===== src/rtl/update_dispatcher.sv =====
// Update dispatcher: buffers host edge-weight updates in a FIFO and feeds the
// arbitrage container one update per run, with status and sticky error flags.
module update_dispatcher #(
  parameter int PRED_BITS      = 6,
  parameter int WEIGHT_BITS    = 32,
  parameter int FIFO_DEPTH     = 16,
  parameter int TIMEOUT_CYCLES = 1048576
) (
  input  logic                          clk,
  input  logic                          reset,
  input  logic                          wr_valid,
  input  logic [PRED_BITS-1:0]          wr_src,
  input  logic [PRED_BITS-1:0]          wr_dst,
  input  logic [WEIGHT_BITS-1:0]        wr_weight,
  output logic                          wr_ready,
  input  logic                          src_we,
  input  logic [PRED_BITS-1:0]          src_in,
  input  logic                          err_clr,
  output logic [PRED_BITS-1:0]          u_src,
  output logic [PRED_BITS-1:0]          u_dst,
  output logic [WEIGHT_BITS-1:0]        u_e,
  output logic [PRED_BITS-1:0]          src,
  output logic                          container_reset,
  input  logic                          container_done,
  output logic                          busy,
  output logic [$clog2(FIFO_DEPTH):0]   fifo_count,
  output logic [15:0]                   run_count,
  output logic                          overflow_err,
  output logic                          timeout_err
);

  localparam int PTR_W   = $clog2(FIFO_DEPTH);
  localparam int CNT_W   = PTR_W + 1;
  localparam int ENTRY_W = 2 * PRED_BITS + WEIGHT_BITS;
  localparam int TO_W    = (TIMEOUT_CYCLES > 2) ? $clog2(TIMEOUT_CYCLES) : 1;

  localparam logic [TO_W-1:0]  TO_LAST = TO_W'(TIMEOUT_CYCLES - 1);
  localparam logic [CNT_W-1:0] CNT_FULL = CNT_W'(FIFO_DEPTH);

  localparam logic [2:0] S_IDLE = 3'd0;
  localparam logic [2:0] S_LOAD = 3'd1;
  localparam logic [2:0] S_KICK = 3'd2;
  localparam logic [2:0] S_ARM  = 3'd3;
  localparam logic [2:0] S_WAIT = 3'd4;

  logic [ENTRY_W-1:0]     mem_q [FIFO_DEPTH];
  logic [PTR_W-1:0]       wrPtr_q, wrPtr_d, rdPtr_q, rdPtr_d;
  logic [CNT_W-1:0]       count_q, count_d;
  logic [2:0]             state_q, state_d;
  logic [PRED_BITS-1:0]   uSrc_q, uSrc_d, uDst_q, uDst_d;
  logic [WEIGHT_BITS-1:0] uE_q, uE_d;
  logic [PRED_BITS-1:0]   src_q, src_d, srcShadow_q, srcShadow_d;
  logic                   kick_q, kick_d;
  logic [15:0]            runCount_q, runCount_d;
  logic                   ovf_q, ovf_d, to_q, to_d;
  logic [TO_W-1:0]        toCnt_q, toCnt_d;
  logic                   wrReady, push, pop;
  logic [ENTRY_W-1:0]     head;

  assign wrReady = (count_q != CNT_FULL);
  assign push    = wr_valid && wrReady;
  assign pop     = (state_q == S_LOAD);
  assign head    = mem_q[rdPtr_q];

  // Next-state logic for the FIFO bookkeeping, the run FSM and the status flags.
  always_comb begin
    state_d     = state_q;
    wrPtr_d     = wrPtr_q;
    rdPtr_d     = rdPtr_q;
    count_d     = count_q;
    uSrc_d      = uSrc_q;
    uDst_d      = uDst_q;
    uE_d        = uE_q;
    src_d       = src_q;
    srcShadow_d = src_we ? src_in : srcShadow_q;
    runCount_d  = runCount_q;
    toCnt_d     = toCnt_q;
    ovf_d       = (ovf_q && !err_clr) || (wr_valid && !wrReady);
    to_d        = to_q && !err_clr;

    if (push) wrPtr_d = wrPtr_q + PTR_W'(1);
    if (pop)  rdPtr_d = rdPtr_q + PTR_W'(1);
    if (push && !pop)      count_d = count_q + CNT_W'(1);
    else if (!push && pop) count_d = count_q - CNT_W'(1);

    case (state_q)
      S_IDLE: if (count_q != '0) state_d = S_LOAD;
      S_LOAD: begin
        {uSrc_d, uDst_d, uE_d} = head;
        src_d   = src_we ? src_in : srcShadow_q;
        state_d = S_KICK;
      end
      S_KICK: begin
        toCnt_d = '0;
        state_d = S_ARM;
      end
      // done is still left over from the previous run here, so never sample it.
      S_ARM:  state_d = S_WAIT;
      S_WAIT: begin
        if (container_done) begin
          runCount_d = runCount_q + 16'd1;
          state_d    = S_IDLE;
        end else if (toCnt_q == TO_LAST) begin
          to_d    = 1'b1;
          state_d = S_IDLE;
        end else begin
          toCnt_d = toCnt_q + TO_W'(1);
        end
      end
      default: state_d = S_IDLE;
    endcase

    kick_d = (state_d == S_KICK);
  end

  always_ff @(posedge clk) begin
    if (reset) begin
      state_q     <= S_IDLE;
      wrPtr_q     <= '0;
      rdPtr_q     <= '0;
      count_q     <= '0;
      uSrc_q      <= '0;
      uDst_q      <= '0;
      uE_q        <= '0;
      src_q       <= '0;
      srcShadow_q <= '0;
      kick_q      <= 1'b0;
      runCount_q  <= '0;
      ovf_q       <= 1'b0;
      to_q        <= 1'b0;
      toCnt_q     <= '0;
    end else begin
      state_q     <= state_d;
      wrPtr_q     <= wrPtr_d;
      rdPtr_q     <= rdPtr_d;
      count_q     <= count_d;
      uSrc_q      <= uSrc_d;
      uDst_q      <= uDst_d;
      uE_q        <= uE_d;
      src_q       <= src_d;
      srcShadow_q <= srcShadow_d;
      kick_q      <= kick_d;
      runCount_q  <= runCount_d;
      ovf_q       <= ovf_d;
      to_q        <= to_d;
      toCnt_q     <= toCnt_d;
    end
  end

  // Storage needs no reset; the pointers alone define which entries are live.
  always_ff @(posedge clk) begin
    if (push) mem_q[wrPtr_q] <= {wr_src, wr_dst, wr_weight};
  end

  assign wr_ready        = wrReady;
  assign u_src           = uSrc_q;
  assign u_dst           = uDst_q;
  assign u_e             = uE_q;
  assign src             = src_q;
  assign container_reset = kick_q;
  assign busy            = (state_q != S_IDLE);
  assign fifo_count      = count_q;
  assign run_count       = runCount_q;
  assign overflow_err    = ovf_q;
  assign timeout_err     = to_q;

endmodule


===== config.mk =====
export PLATFORM = sky130hd
export DESIGN_NAME = update_dispatcher
export DESIGN_NICKNAME = d
export VERILOG_FILES = /design/src/rtl/update_dispatcher.sv
export SDC_FILE = /design/constraint.sdc
export NUM_CORES = 1
export LEC_CHECK = 0
export CORE_ASPECT_RATIO = 0.8
export CORE_UTILIZATION = 26
export DETAILED_ROUTE_END_ITERATION = 8
export GPL_ROUTABILITY_DRIVEN = 0
export PLACE_DENSITY = 0.45
export SYNTH_ARGS = -nofsm -noshare
export SYNTH_HDL_FRONTEND = slang
export SYNTH_SLANG_ARGS = --single-unit

===== constraint.sdc =====
create_clock -name clk -period 10.4 [get_ports clk]
set_input_delay 2.08 -clock clk [delete_from_list [all_inputs] [get_ports clk]]
set_output_delay 2.08 -clock clk [all_outputs]
set_load 0.05 [all_outputs]

==> run summary <==
RUN STATUS
---------------------------------------------------------------------------
Status                                                         complete, no violations

CLOCK TREE
---------------------------------------------------------------------------
Clk_lat worst skew                                                  0.66 ns
TritonCTS clock tree                                                   done
Count of hold-fix buffers inserted at cts                                 0
Clock root buffer master                                       sky130_fd_sc_hd__clkbuf_16
Post-CTS Repair Setup Buffers                                             0
Cts bufs inserted                                                        88
Clock net sink count                                                    815
Worst-case clock buffer depth                                             3
Post-cts gate resize count                                                0
Deepest level of the CTS H-tree                                           3
Clock transition at the registers of the reported paths             0.06 ns

SYNTHESIS
---------------------------------------------------------------------------
Area of the mapped netlist                                        30900 um2
Number of cells produced by synthesis                                  1540
Main combinational cell family by area after synthesis         multiplexers
Async S/R FF share, synth                                                0%
Top_reg_cell synth                                             sky130_fd_sc_hd__edfxtp_1
Adder and majority gate portion of the synthesized area              0.510%
Flops & latches, synth                                                  815
Post-synth top area share                                             68.4%
Multiplexer area fraction after synthesis                             15.9%
Dominant cell type by area after synthesis                     sky130_fd_sc_hd__edfxtp_1
Number of warnings reported in the yosys synthesis log                    0
Library cell with the highest instance count after synthesis   sky130_fd_sc_hd__edfxtp_1
Post-Syn Nets                                                          1608
Post-synth cell types                                                    49
Post-synth EDFFs                                                        704
Post-synthesis sequential area ratio                                  75.6%
Leading cell types by total area after synthesis               sky130_fd_sc_hd__edfxtp_1 68%, sky130_fd_sc_hd__mux4_2 13%, sky130_fd_sc_hd__dfxtp_1 7.2%
Xor/xnor cell area share of the yosys netlist                        0.879%
List of most frequent post-synthesis cells                     704 x sky130_fd_sc_hd__edfxtp_1, 176 x sky130_fd_sc_hd__mux4_2, 111 x sky130_fd_sc_hd__dfxtp_1, 96 x sky130_fd_sc_hd__mux2i_1, 72 x sky130_fd_sc_hd__nand2_1
Area share of and/or/nand/nor cells after synthesis                   3.19%
Average size of a mapped cell                                      20.1 um2
Synth Area in Compound Gates                                          2.48%

STA
---------------------------------------------------------------------------
Fin crit share                                                        45.8%
Worst rel slew slack                                                  28.3%
Final Hold Fails                                                          0
Slew at the pin closest to its max-slew limit                       1.08 ns
Unrepaired setup endpoints after global routing                          no
Maximum clock frequency                                             210 MHz
Min Tclk post-route                                                 4.76 ns
Clock skew                                                        0.0320 ns
Max-slew violation count                                                  0
Final setup violation count                                               0
Total Negative Setup Slacks                                            0 ns

SETUP PATH
---------------------------------------------------------------------------
Highest net fanout along the worst path                                  24
Crit. End Element                                                      flop
Delay of the slowest critical-path stage                            0.74 ns
Chain of cells forming the critical path                       clkdlybuf4s50_1 > a21boi_1 > nand2_1 > nor2_4 > buf_4
WP data arrival                                                     5.05 ns
Data required time at the worst endpoint                           10.68 ns
Startpoint types                                                 input port
Slowest library cell on the worst path                         sky130_fd_sc_hd__a21boi_1
Type of the worst setup path                                         in2reg
Buf/Inv on CP                                                             2
Cell family with most CP delay                                 simple AND/OR/NAND/NOR gates

GLOBAL ROUTE
---------------------------------------------------------------------------
Vias in the first global route                                        16000
Total overflow reported by the global router                              0
Global-route wire length before repair                            108000 um
Total track usage                                                     12.1%
Antenna violations before repair                                          3
Largest net degree at the start of global routing                        94

DIE
---------------------------------------------------------------------------
Area inside the core boundary                                    117000 um2
Horizontal extent of the die                                         387 um
Initial cell density of the core                                      26.4%
I/O pin count                                                           132
Placement row count                                                     112
Die area                                                         120000 um2
Floorplan die height                                                 310 um

PWR
---------------------------------------------------------------------------
Worst-case vdd ir drop                                             0.159 mV
Leak pwr                                                          0.0111 uW
Power per cell area                                              230 nW/um2
Post-layout total power                                             8470 uW

LAYOUT
---------------------------------------------------------------------------
Number of cells in the finished layout apart from fillers              3321
Count of antenna diodes in the layout                                     0
Post-synthesis to final-layout area growth                            19.5%
Net count, final                                                       1778
Fraction of layout cells with a size suffix above 1                   20.4%

ROUTING
---------------------------------------------------------------------------
Residual DRC count                                                        0
Total via count in the routed design                                  15000
Via density                                                            4.52
Routed wire per std cell                                            21.8 um
First-pass iteration count of the detailed router                         7
Iteration-0 DRC count of the detailed router                           1154
Final routed wirelength across all metal layers                    72200 um
Final ANT Viol Nets                                                       0

PLACE
---------------------------------------------------------------------------
Cell count after placement                                             3159
Final HPWL DP                                                      40200 um
Buffers on Ports                                                        131

JOB
---------------------------------------------------------------------------
Max-capacitance violation count                                           0

MIN PATH
---------------------------------------------------------------------------
Type of the tightest min-delay check                                reg2reg

## tightest hold or removal path, delay by kind of cell, from the launching register on
family	cells	cell delay (ns)
AOI/OAI and AO/OA	1	0.06
DFF	1	0.32
and+or+nand+nor	1	0.05
## cell type report
class | count | area, um2
Clock buffer | 114 | 2360
Clock inverter | 48 | 425
Fill cell | 11300 | 80200
Inverter | 9 | 36.3
Multi-Input combinational cell | 633 | 7230
Sequential cell | 815 | 23400
Tap cell | 1539 | 1930
Timing Repair Buffer | 163 | 1560
## cells in the final DEF (no fill, tap or decap), types with 3 or more instances in the layout
master,instances
sky130_fd_sc_hd__a21oi_1,27
sky130_fd_sc_hd__clkbuf_1,20
sky130_fd_sc_hd__a211oi_1,8
sky130_fd_sc_hd__clkinv_1,21
sky130_fd_sc_hd__xnor2_1,16
sky130_fd_sc_hd__xor2_1,15
sky130_fd_sc_hd__mux4_2,176
sky130_fd_sc_hd__bufinv_16,4
sky130_fd_sc_hd__nand4_1,8
sky130_fd_sc_hd__o221ai_1,44
sky130_fd_sc_hd__or3_1,14
sky130_fd_sc_hd__nand3_1,14
sky130_fd_sc_hd__mux2i_1,96
sky130_fd_sc_hd__nor2_1,57
sky130_fd_sc_hd__and3_1,5
sky130_fd_sc_hd__clkinv_8,3
sky130_fd_sc_hd__inv_1,7
sky130_fd_sc_hd__clkdlybuf4s50_1,130
sky130_fd_sc_hd__dfxtp_4,3
sky130_fd_sc_hd__and4_1,3
sky130_fd_sc_hd__nor3_2,4
sky130_fd_sc_hd__clkinv_2,13
sky130_fd_sc_hd__clkbuf_16,88
sky130_fd_sc_hd__edfxtp_1,704
sky130_fd_sc_hd__clkbuf_8,6
sky130_fd_sc_hd__nor4_1,3
sky130_fd_sc_hd__ha_1,11
sky130_fd_sc_hd__nand2_1,71
sky130_fd_sc_hd__dfxtp_1,108
sky130_fd_sc_hd__buf_4,31
sky130_fd_sc_hd__o21ai_0,14
sky130_fd_sc_hd__nor3_1,3
sky130_fd_sc_hd__nor2_4,13
## state kept, by name, summed over array words and instances, names as in the netlist, 6 cells and up
register and flops:
mem_q 704, u_src 6, src 6, u_dst 6
srcShadow_q 6, u_e 32, run_count 16, toCnt_q 20
## power breakdown
group | switching (uW) | internal, uW | total (uW)
combinational | 914 | 708 | 1620
clock | 1290 | 1710 | 3000
sequential | 133 | 3710 | 3840
## through the flow
stage                     area (um2)  setup WS, ns  util, %  hold slack (ns)
after global placement         34100          4.95     29.1            0.452
after floorplan                30900          4.12        -            0.456
after global routing           36900          5.47     31.5            0.489
final                          36900          5.64     31.5            0.467
after CTS                      36900          5.61     31.5            0.473
after detailed placement       34100          4.85     29.1            0.457
## routing by layer
layer	share of wire (%)	wire [um]	global-route usage, %	vias up
met1	48	34500	17.0	8012
met2	47	33700	19.3	241
met5	0.018	13	0	-
li1	-	-	-	6645
met4	1.9	1360	3.21	2
met3	3.7	2680	2.19	98
## path summary, 6_finish.rpt
kind,from,end,slack (ns),depth (start not counted)
setup / recovery,wr_valid,mem_q[6][4],5.64,5
hold / removal,u_dst[5],u_dst[5],0.47,2
setup reg to reg,fifo_count[0],mem_q[6][4],6.94,5
hold reg to reg,u_dst[5],u_dst[5],0.47,2
## cells by family (layout without fill, tap and decap cells)
family | count (synthesis) | count (layout)
fa+ha+maj | 12 | 12
buf+inv | 92 | 334
xor+xnor | 31 | 31
mux | 272 | 272
simple gates | 212 | 212
compound gates | 106 | 106
flops | 815 | 815
(Power assumes the default switching activity.)
